===== src/rtl/loop_stack_unit_if.sv =====
// Bus bundle for the loop stack unit: loop setup/check requests in, registered results and status out.
interface loop_stack_unit_if #(
  parameter int WIDTH = 16,
  parameter int DEPTH = 4
);
  localparam int DW = $clog2(DEPTH + 1);

  logic             i_push;
  logic [WIDTH-1:0] i_count;
  logic             i_check;
  logic [1:0]       i_type;
  logic             i_zf;
  logic [WIDTH-1:0] i_addr;
  logic [WIDTH-1:0] i_pc;
  logic             o_valid;
  logic             o_taken;
  logic [WIDTH-1:0] o_pc;
  logic [WIDTH-1:0] o_count;
  logic [DW-1:0]    o_depth;
  logic             o_err_ovf;
  logic             o_err_unf;
  logic             o_err_type;

  modport master (
    output i_push, i_count, i_check, i_type, i_zf, i_addr, i_pc,
    input  o_valid, o_taken, o_pc, o_count, o_depth, o_err_ovf, o_err_unf, o_err_type
  );

  modport slave (
    input  i_push, i_count, i_check, i_type, i_zf, i_addr, i_pc,
    output o_valid, o_taken, o_pc, o_count, o_depth, o_err_ovf, o_err_unf, o_err_type
  );
endinterface


===== src/rtl/loop_stack_unit.sv =====
// Nested hardware-loop controller: a stack of loop counters with push on setup
// and decrement/pop on loop-end checks; branch decision is registered for fetch.
module loop_stack_unit #(
  parameter int WIDTH = 16,
  parameter int DEPTH = 4
) (
  input logic              i_clk,
  input logic              i_rst,
  loop_stack_unit_if.slave bus
);
  localparam int DW    = $clog2(DEPTH + 1);
  localparam int IDX_W = (DEPTH > 1) ? $clog2(DEPTH) : 1;

  logic [WIDTH-1:0] r_stack [DEPTH];
  logic [DW-1:0]    r_depth;
  logic             r_valid;
  logic             r_taken;
  logic [WIDTH-1:0] r_pc;
  logic [WIDTH-1:0] r_count;
  logic             r_err_ovf;
  logic             r_err_unf;
  logic             r_err_type;

  logic [WIDTH-1:0] w_stack_nx [DEPTH];
  logic [DW-1:0]    w_depth_nx;
  logic [IDX_W-1:0] w_top_idx;
  logic [WIDTH-1:0] w_top;
  logic             w_cont;
  logic             w_ovf;
  logic             w_unf;
  logic             w_type_err;
  logic [WIDTH-1:0] w_count_nx;

  // Check is resolved against the current top first; a same-cycle push then
  // lands on the post-check depth, reusing a slot the check may have freed.
  always_comb begin
    w_stack_nx = r_stack;
    w_depth_nx = r_depth;
    w_top_idx  = IDX_W'(r_depth - DW'(1));
    w_top      = r_stack[w_top_idx];
    w_cont     = 1'b0;
    w_ovf      = 1'b0;
    w_unf      = 1'b0;
    w_type_err = 1'b0;
    w_count_nx = '0;

    if (bus.i_check) begin
      if (r_depth == '0) begin
        w_unf = 1'b1;
      end else begin
        case (bus.i_type)
          2'b00:   w_cont = (w_top != WIDTH'(1));
          2'b01:   w_cont = (w_top != WIDTH'(1)) && bus.i_zf;
          2'b10:   w_cont = (w_top != WIDTH'(1)) && !bus.i_zf;
          default: w_type_err = 1'b1;
        endcase
        if (w_cont) w_stack_nx[w_top_idx] = w_top - WIDTH'(1);
        else        w_depth_nx = r_depth - DW'(1);
      end
    end

    if (bus.i_push) begin
      if (w_depth_nx == DW'(DEPTH)) begin
        w_ovf = 1'b1;
      end else begin
        w_stack_nx[IDX_W'(w_depth_nx)] = (bus.i_count == '0) ? WIDTH'(1) : bus.i_count;
        w_depth_nx = w_depth_nx + DW'(1);
      end
    end

    if (w_depth_nx != '0) w_count_nx = w_stack_nx[IDX_W'(w_depth_nx - DW'(1))];
  end

  always_ff @(posedge i_clk) begin
    if (i_rst) begin
      for (int i = 0; i < DEPTH; i++) r_stack[i] <= '0;
      r_depth    <= '0;
      r_valid    <= 1'b0;
      r_taken    <= 1'b0;
      r_pc       <= '0;
      r_count    <= '0;
      r_err_ovf  <= 1'b0;
      r_err_unf  <= 1'b0;
      r_err_type <= 1'b0;
    end else begin
      r_stack    <= w_stack_nx;
      r_depth    <= w_depth_nx;
      r_count    <= w_count_nx;
      r_valid    <= bus.i_check;
      r_err_ovf  <= r_err_ovf  | w_ovf;
      r_err_unf  <= r_err_unf  | w_unf;
      r_err_type <= r_err_type | w_type_err;
      if (bus.i_check) begin
        r_taken <= w_cont;
        r_pc    <= w_cont ? bus.i_addr : bus.i_pc;
      end
    end
  end

  assign bus.o_valid    = r_valid;
  assign bus.o_taken    = r_taken;
  assign bus.o_pc       = r_pc;
  assign bus.o_count    = r_count;
  assign bus.o_depth    = r_depth;
  assign bus.o_err_ovf  = r_err_ovf;
  assign bus.o_err_unf  = r_err_unf;
  assign bus.o_err_type = r_err_type;
endmodule


===== src/flat_wrapper.sv =====
// flat-port wrapper written by rule: the top's interface ports become plain ports
module loop_stack_unit_flat 
#(
  parameter int WIDTH = 16,
  parameter int DEPTH = 4
)
  (i_clk, i_rst, bus_i_push, bus_i_count, bus_i_check, bus_i_type, bus_i_zf, bus_i_addr, bus_i_pc, bus_o_valid, bus_o_taken, bus_o_pc, bus_o_count, bus_o_depth, bus_o_err_ovf, bus_o_err_unf, bus_o_err_type);
  loop_stack_unit_if #(.WIDTH(WIDTH), .DEPTH(DEPTH)) bus_i ();
  input logic i_clk;
  input logic i_rst;
  input wire logic [$bits(bus_i.i_push)-1:0] bus_i_push;
  input wire logic [$bits(bus_i.i_count)-1:0] bus_i_count;
  input wire logic [$bits(bus_i.i_check)-1:0] bus_i_check;
  input wire logic [$bits(bus_i.i_type)-1:0] bus_i_type;
  input wire logic [$bits(bus_i.i_zf)-1:0] bus_i_zf;
  input wire logic [$bits(bus_i.i_addr)-1:0] bus_i_addr;
  input wire logic [$bits(bus_i.i_pc)-1:0] bus_i_pc;
  output wire logic [$bits(bus_i.o_valid)-1:0] bus_o_valid;
  output wire logic [$bits(bus_i.o_taken)-1:0] bus_o_taken;
  output wire logic [$bits(bus_i.o_pc)-1:0] bus_o_pc;
  output wire logic [$bits(bus_i.o_count)-1:0] bus_o_count;
  output wire logic [$bits(bus_i.o_depth)-1:0] bus_o_depth;
  output wire logic [$bits(bus_i.o_err_ovf)-1:0] bus_o_err_ovf;
  output wire logic [$bits(bus_i.o_err_unf)-1:0] bus_o_err_unf;
  output wire logic [$bits(bus_i.o_err_type)-1:0] bus_o_err_type;
  assign bus_i.i_push = bus_i_push;
  assign bus_i.i_count = bus_i_count;
  assign bus_i.i_check = bus_i_check;
  assign bus_i.i_type = bus_i_type;
  assign bus_i.i_zf = bus_i_zf;
  assign bus_i.i_addr = bus_i_addr;
  assign bus_i.i_pc = bus_i_pc;
  assign bus_o_valid = bus_i.o_valid;
  assign bus_o_taken = bus_i.o_taken;
  assign bus_o_pc = bus_i.o_pc;
  assign bus_o_count = bus_i.o_count;
  assign bus_o_depth = bus_i.o_depth;
  assign bus_o_err_ovf = bus_i.o_err_ovf;
  assign bus_o_err_unf = bus_i.o_err_unf;
  assign bus_o_err_type = bus_i.o_err_type;
  loop_stack_unit #(.WIDTH(WIDTH), .DEPTH(DEPTH)) u_core (.i_clk(i_clk), .i_rst(i_rst), .bus(bus_i));
endmodule

===== config.mk =====
export PLATFORM = sky130hd
export DESIGN_NAME = loop_stack_unit_flat
export DESIGN_NICKNAME = d
export VERILOG_FILES = /design/src/rtl/loop_stack_unit_if.sv /design/src/rtl/loop_stack_unit.sv /design/src/flat_wrapper.sv
export SDC_FILE = /design/constraint.sdc
export NUM_CORES = 1
export LEC_CHECK = 0
export CORE_UTILIZATION = 53
export CTS_BUF_LIST = sky130_fd_sc_hd__clkbuf_16
export CTS_CLUSTER_SIZE = 12
export DETAILED_ROUTE_END_ITERATION = 7
export PLACE_DENSITY_LB_ADDON = 0.25
export SETUP_SLACK_MARGIN = 0.02
export SLEW_MARGIN = 15
export SYNTH_ARGS = -nofsm -noshare
export SYNTH_HDL_FRONTEND = slang
export SYNTH_SLANG_ARGS = --single-unit

===== constraint.sdc =====
create_clock -name i_clk -period 9.6 [get_ports i_clk]
set_clock_uncertainty 0.2 [all_clocks]
set_input_delay 0.96 -clock i_clk [delete_from_list [all_inputs] [get_ports i_clk]]
set_output_delay 0.96 -clock i_clk [all_outputs]
set_load 0.01 [all_outputs]

==> summary.txt, run 1 <==
Worst setup path
  – WP data arrival: 6.62 ns
  – Crit start category: flip-flop
  – Critical path fanouts, max: 29
  – Critical path class: flip-flop to flip-flop
  – Crit path capture type: flip-flop
  – Worst endpoint required time: 9.61 ns

Power
  – Pwr Density: 362 nW/um2
  – Worst vdd ir: 0.221 mV
  – Static leakage: 0.00299 uW

Synth
  – Synth async-reset ratio: 0%
  – Seq/Total Area, Yosys: 34.3%
  – Top FF cell, synth: dfxtp_1
  – Post-Syn Area: 6080 um2
  – Post-synth EDFFs: 0
  – Number of synthesized register bits: 104
  – Synth Area per Inst: 9.20 um2
  – Mapped Cells: 661
  – Synth warnings: 0
  – Yosys cell types: 49
  – Syn Nets: 729

Timing
  – Worst slew pin tran: 1.14 ns
  – Tmin final: 6.61 ns
  – Unrepaired setup endpoints after global routing: no
  – Period Utilization, post-route: 68.8%
  – Final Hold Vio Count: 0
  – Max frequency: 0.151 GHz
  – Max-slew violations: 0
  – Slew HR: 24.1%
  – Setup TNS: 0 ns
  – Final setup fails: 0

Min path
  – Hold Crit Class: flip-flop to flip-flop

Clock tree
  – CTS root buf: clkbuf_16
  – Total CTS buffers: 9
  – Clock Path Buffers: 2
  – Post-CTS Resized: 0
  – CTS sink count: 104
  – H-tree depth: 3
  – Setup bufs post-CTS: 0
  – Reg clk slew, reported paths: 0.07 ns
  – Clk_lat worst skew: 0.36 ns
  – CTS Hold Bufs: 0
  – CTS tree: yes

Drt
  – WL per Instance: 19.7 um
  – Met3 routed WL: 1380 um
  – Residual DRC: 0
  – Antenna-violating nets left: 0
  – Met1 Routed Length: 6990 um
  – DR pass1 iterations: 5
  – DR top layer: met4
  – Met2 routed WL: 8290 um
  – Via density: 6.17
  – Via count: 5384
  – Final wirelength: 17200 um
  – DRT iter0 DRCs: 448

Cells and area
  – Cell area after layout: 7320 um2
  – Filler cells: 844
  – Layout cells sized above 1: 10.6%
  – Layout area overhead: 20.4%
  – Ant. Diodes: 0
  – Final core occ: 66.6%
  – Final nets: 796

Outcome
  – Status: completed

Floorplan
  – IO Pins: 95
  – Std cell rows: 38
  – Die ar.: 11900 um2
  – DIE HEIGHT: 109 um
  – Initial core utilization: 55.3%
  – Core area: 11000 um2
  – Die width: 109 um

Global route
  – Initial antenna violation count: 0
  – Vias in the first global route: 5320
  – Largest net degree at the start of global routing: 90
  – First-pass GRT wire length: 27100 um
  – Remaining global-route overflow: 0
  – Overall routing resource usage: 30.1%

Placed design
  – Hpwl dp: 11600 um
  – IO buf count: 94
  – DP Area: 7040 um2
  – Routability Congestion: 0.910

Job
  – Max Cap Viol: 0
-- layer usage --
metal | vias up | global-route usage (%)
li1 | 2505 | -
met1 | 2568 | 35.7
met2 | 264 | 50.6
met3 | 47 | 8.25
met4 | 0 | 13.3
met5 | - | 0
-- stage by stage --
stage                     hold slack (ns)  total power (uW)  setup slack (ns)  instances
after floorplan                     0.294              1840              3.67        661
after global routing                0.289              2800              2.66        873
after detailed placement            0.259              2250              3.09        857
after global placement              0.253              2210              3.26        857
final                               0.270              2650              2.99        873
after CTS                           0.274              2620              3.13        873
-- area by class of cell --
class                   count  area, um2  area share [%]
clock buffers               9        225            3.08
clock inverters             7       55.1           0.752
inverters                  11       41.3           0.564
multi-input cells         499       3740            51.1
flip-flops and latches    104       2080            28.4
well taps                 140        175            2.39
repair buffers            103        998            13.6
-- worst paths after layout --
| kind | start | endpoint | slack (ns) | cells past startpoint |
|---|---|---|---|---|
| setup / recovery | u_core.bus.o_depth[0]$_SDFF_PP0_ | u_core.bus.o_count[1]$_SDFF_PP0_ | 2.99 | 18 |
| hold / removal | u_core.bus.o_err_unf$_SDFF_PP0_ | u_core.bus.o_err_unf$_SDFF_PP0_ | 0.27 | 2 |
| setup reg to reg | u_core.bus.o_depth[0]$_SDFF_PP0_ | u_core.bus.o_count[1]$_SDFF_PP0_ | 2.99 | 18 |
| hold reg to reg | u_core.bus.o_err_unf$_SDFF_PP0_ | u_core.bus.o_err_unf$_SDFF_PP0_ | 0.27 | 2 |
-- registers in the layout, summed over array words and instances (netlist names) --
| name | count |
|---|---|
| u_core.bus.o_depth | 3 |
| u_core.bus.o_err_ovf | 1 |
| u_core.bus.o_taken | 1 |
| u_core.bus.o_err_unf | 1 |
| u_core.bus.o_valid | 1 |
| u_core.r_stack | 64 |
| u_core.bus.o_err_type | 1 |
| u_core.bus.o_count | 16 |
| u_core.bus.o_pc | 16 |
-- logic make-up (layout without fill, tap and decap cells) --
logic type	after synthesis	count (layout)	share of synthesized area, %
XOR/XNOR	18	18	2.59
AO/OA/AOI/OAI	119	119	12.4
buffers and inverters	58	130	4.49
flip-flops	104	104	34.3
adder cells (fa/ha/maj)	13	13	2.68
multiplexers	129	129	26.3
AND/OR/NAND/NOR	220	220	17.3
-- critical path: stages, from the launching register on --
cell,delay (ns)
dfxtp_1,0.31
buf_4,0.40
inv_1,0.20
ha_1,0.33
buf_4,0.32
mux4_2,0.46
ha_1,0.25
nor3b_2,0.20
and3_1,0.21
a2111oi_0,0.60
o22ai_1,0.23
a21o_1,0.37
inv_2,0.52
ha_1,0.90
inv_1,0.23
nor2_1,0.17
nor3_1,0.06
a2111oi_0,0.39
a311oi_1,0.08
-- placed cells by master (no fill, tap or decap), drive strengths merged, types with 4 or more instances in the layout --
cell             n
nor2           112
dfxtp          104
clkdlybuf4s50   92
mux2i           83
nand2           38
a21oi           33
o21ai           30
mux2            24
mux4            22
a211oi          18
nor2b           16
ha              13
inv             13
xor2            11
nand4           11
buf             11
nor3            10
clkbuf           9
o22ai            7
xnor2            7
nand3            6
o211ai           6
nor4             6
and2             4
a2111oi          4
and3             4
a31oi            4
clkinv           4
-- report_power, final --
| part | switching (uW) | total, uW | leakage (uW) | internal, uW |
|---|---|---|---|---|
| clock | 166 | 364 | 0.000147 | 198 |
| combinational | 1000 | 1680 | 0.00199 | 676 |
| sequential | 61.3 | 606 | 0.000850 | 544 |
-- cell usage after synthesis (3+ instances only) --
library cell,number,area [um2]
o22ai_1,7,43.8
mux2_2,24,270
o21a_1,3,22.5
xnor2_1,7,61.3
clkbuf_1,31,116
nand2_1,38,143
buf_4,4,30.0
xor2_1,11,96.3
buf_6,4,45.0
o21ai_0,30,150
and2_1,4,25.0
nand2b_1,3,18.8
nand3_1,6,30.0
nand4_1,10,62.6
o211ai_1,6,45.0
ha_1,13,163
buf_2,8,40.0
a21oi_1,33,165
a21o_1,3,22.5
a31oi_1,4,25.0
dfxtp_1,104,2080
inv_1,10,37.5
nor4_4,3,63.8
nor4_1,3,18.8
nor2b_1,16,100
and3_1,4,25.0
mux4_2,22,495
nor3_1,10,50.1
mux2i_1,83,831
or3_1,3,18.8
nor2_1,112,420
a2111oi_0,4,35.0
a211oi_1,17,128
Note: power is estimated with default switching activity, not from simulation.
==> run 2: changes to the inputs <==
CORE_UTILIZATION = 49   (was 53)
clock period = 5.5 ns   (was 9.6 ns; I/O delays follow)
==> summary.txt, run 2 (same netlist as run 1, synthesis figures left out) <==
Outcome
  – Status: completed

Min path
  – Worst Hold Path Cells: 2
  – Worst Hold Endpoint: u_core.bus.o_taken$_SDFFE_PP0P_
  – Hold Crit Class: flip-flop to flip-flop
  – Min-Delay Startpoint: u_core.bus.o_taken$_SDFFE_PP0P_

Worst setup path
  – CP top delay family: compound AO/OA/AOI/OAI gates
  – Critical path fanouts, max: 12
  – Worst Path Buf+Inv: 4
  – FF-to-FF Start: u_core.bus.o_depth[1]$_SDFF_PP0_
  – Reg2Reg Setup Slack: 0.37 ns
  – Worst endpoint required time: 5.52 ns
  – Crit start category: flip-flop
  – Critical path's slowest cell: a2111oi_1
  – R2R Path End: u_core.bus.o_count[1]$_SDFF_PP0_
  – WP data arrival: 5.16 ns
  – CP Cell Sequence: inv_1 -> ha_1 -> buf_4 -> mux4_2 -> ha_1 -> nor3b_4 -> and3_1 -> a2111oi_1 -> o22ai_1 -> a21o_1 -> inv_2 -> ha_2 -> buf_4 -> o211ai_1 -> nor3_1 -> a2111oi_0 -> a311oi_1
  – Crit path capture type: flip-flop
  – Critical path class: flip-flop to flip-flop
  – Reg2Reg Depth: 17
  – Peak per-stage delay on the critical path: 0.54 ns

Clock tree
  – CTS tree: yes
  – CTS sink count: 104
  – Clk_lat worst skew: 0.36 ns
  – Reg clk slew, reported paths: 0.06 ns
  – Total CTS buffers: 9
  – CTS Hold Bufs: 0
  – Setup bufs post-CTS: 0
  – CTS root buf: clkbuf_16
  – H-tree depth: 3
  – Clock Path Buffers: 2

Timing
  – Worst slew pin tran: 1.00 ns
  – Unrepaired setup endpoints after global routing: no
  – Final setup fails: 0
  – Max frequency: 0.195 GHz
  – Slew HR: 33.3%
  – Max-slew violations: 0
  – Period Utilization, post-route: 93.3%
  – Final Hold Vio Count: 0
  – Setup TNS: 0 ns
  – Tmin final: 5.13 ns
  – Fin Hold WS: 0.276 ns

Cells and area
  – Filler cells: 1021
  – Most flop-heavy register: u_core.r_stack
  – Ant. Diodes: 0
  – Most common cell after layout, fill and taps aside: nor2_1
  – Storage cell area: 2080 um2
  – Most frequent cells in the layout: 112 x nor2_1, 104 x dfxtp_1, 93 x clkdlybuf4s50_1
  – Layout cells sized above 1: 12.4%
  – Layout area overhead: 23.1%
  – Final nets: 811
  – Area of the multi-input gates: 3750 um2
  – Non-filler cells, final: 915
  – Max reg flops: 64

Floorplan
  – Initial core utilization: 50.4%
  – DIE HEIGHT: 113 um
  – IO Pins: 95
  – Std cell rows: 40
  – Core area: 12100 um2
  – Die width: 113 um
  – Die ar.: 12900 um2

Job
  – Max Cap Viol: 0

Global route
  – Global route hottest layer: met2
  – Initial antenna violation count: 0
  – Remaining global-route overflow: 0
  – First-pass GRT wire length: 27700 um
  – GR Util met3: 5.84%
  – Overall routing resource usage: 28.3%
  – Largest net degree at the start of global routing: 90
  – Vias in the first global route: 5361
  – Routing usage on met1: 34.5%
  – GR Util met2: 48.0%

Power
  – Static leakage: 0.00305 uW
  – Total Power: 4750 uW
  – Pwr Density: 635 nW/um2
  – Worst vdd ir: 0.333 mV

Drt
  – DR pass1 iterations: 5
  – DRT iter0 DRCs: 429
  – WL per Instance: 19.2 um
  – Final wirelength: 17500 um
  – Via count: 5328
  – Residual DRC: 0
  – Via density: 5.82
  – Antenna-violating nets left: 0

Placed design
  – Hpwl dp: 12300 um
  – IO buf count: 94
  – Placed Cells: 900
  – Routability Congestion: 0.890
run 2: cell count changes in the layout (fill, tap and decap cells not counted), sizes merged:
| cell | before | now |
|---|---|---|
| clkinvlp | 0 | 1 |
| clkdlybuf4s50 | 92 | 93 |
| buf | 11 | 25 |
| clkinv | 4 | 2 |
run 2: what timing repair did:
item | 4_1_cts | 5_1_grt
setup endpoints to repair | 0 | 3
endpoints found under the hold margin | 0 | 0
gates resized for setup | 0 | 2
run 2: how the worst max path moves through the flow:
stage | start | endpoint | cells after the start
CTS | u_core.bus.o_depth[1]$_SDFF_PP0_ | u_core.bus.o_count[1]$_SDFF_PP0_ | 20
global placement | u_core.bus.o_depth[1]$_SDFF_PP0_ | u_core.bus.o_count[1]$_SDFF_PP0_ | 20
finish | u_core.bus.o_depth[1]$_SDFF_PP0_ | u_core.bus.o_count[1]$_SDFF_PP0_ | 17
detailed placement | u_core.bus.o_depth[1]$_SDFF_PP0_ | u_core.bus.o_count[1]$_SDFF_PP0_ | 20
global route | u_core.bus.o_depth[1]$_SDFF_PP0_ | u_core.bus.o_count[1]$_SDFF_PP0_ | 20
floorplan | u_core.bus.o_depth[0]$_SDFF_PP0_ | u_core.bus.o_count[8]$_SDFF_PP0_ | 24
run 2: final cells by class:
| type | instances | share of cell area [%] |
|---|---|---|
| sequential | 104 | 27.8 |
| clock inverter | 6 | 0.719 |
| clock buffer | 9 | 3.01 |
| tap | 168 | 2.81 |
| multi-input combinational | 499 | 50.2 |
| timing repair buffer | 118 | 14.9 |
| inverter | 11 | 0.552 |
run 2: power breakdown:
group	leakage, uW	switching, uW	internal, uW	total, uW
combinational	0.00206	1800	1280	3080
clock	0.000141	281	345	626
sequential	0.000850	97.0	950	1050
total	0.00305	2180	2570	4750
run 2: routing by layer:
layer	up-vias	wire length, um	part of all wire (%)
li1	2545	-	-
met1	2554	7500	43
met2	193	8630	49
met3	36	969	5.5
met4	0	421	2.4
met5	-	0	0
run 2: tightest hold or removal path, cell delays in order (launching register included):
cell      delay, ns
dfxtp_1        0.31
nand2b_1       0.06
a21oi_1        0.06
run 2: metrics by stage:
step / area (um2) / utilization, % / setup slack, ns
after detailed placement: 7190 / 59.6 / 0.367
final: 7480 / 62.0 / 0.369
after CTS: 7470 / 62.0 / 0.339
after global routing: 7480 / 62.0 / 0.0289
after global placement: 7190 / 59.6 / 0.453
after floorplan: 6080 / - / 0.0229
==> run 3: changes to the inputs <==
CTS_CLUSTER_DIAMETER = 60   (was unset)
==> results of run 3 <==
Same layout as run 2: the final DEF is identical, and so are final timing and power.
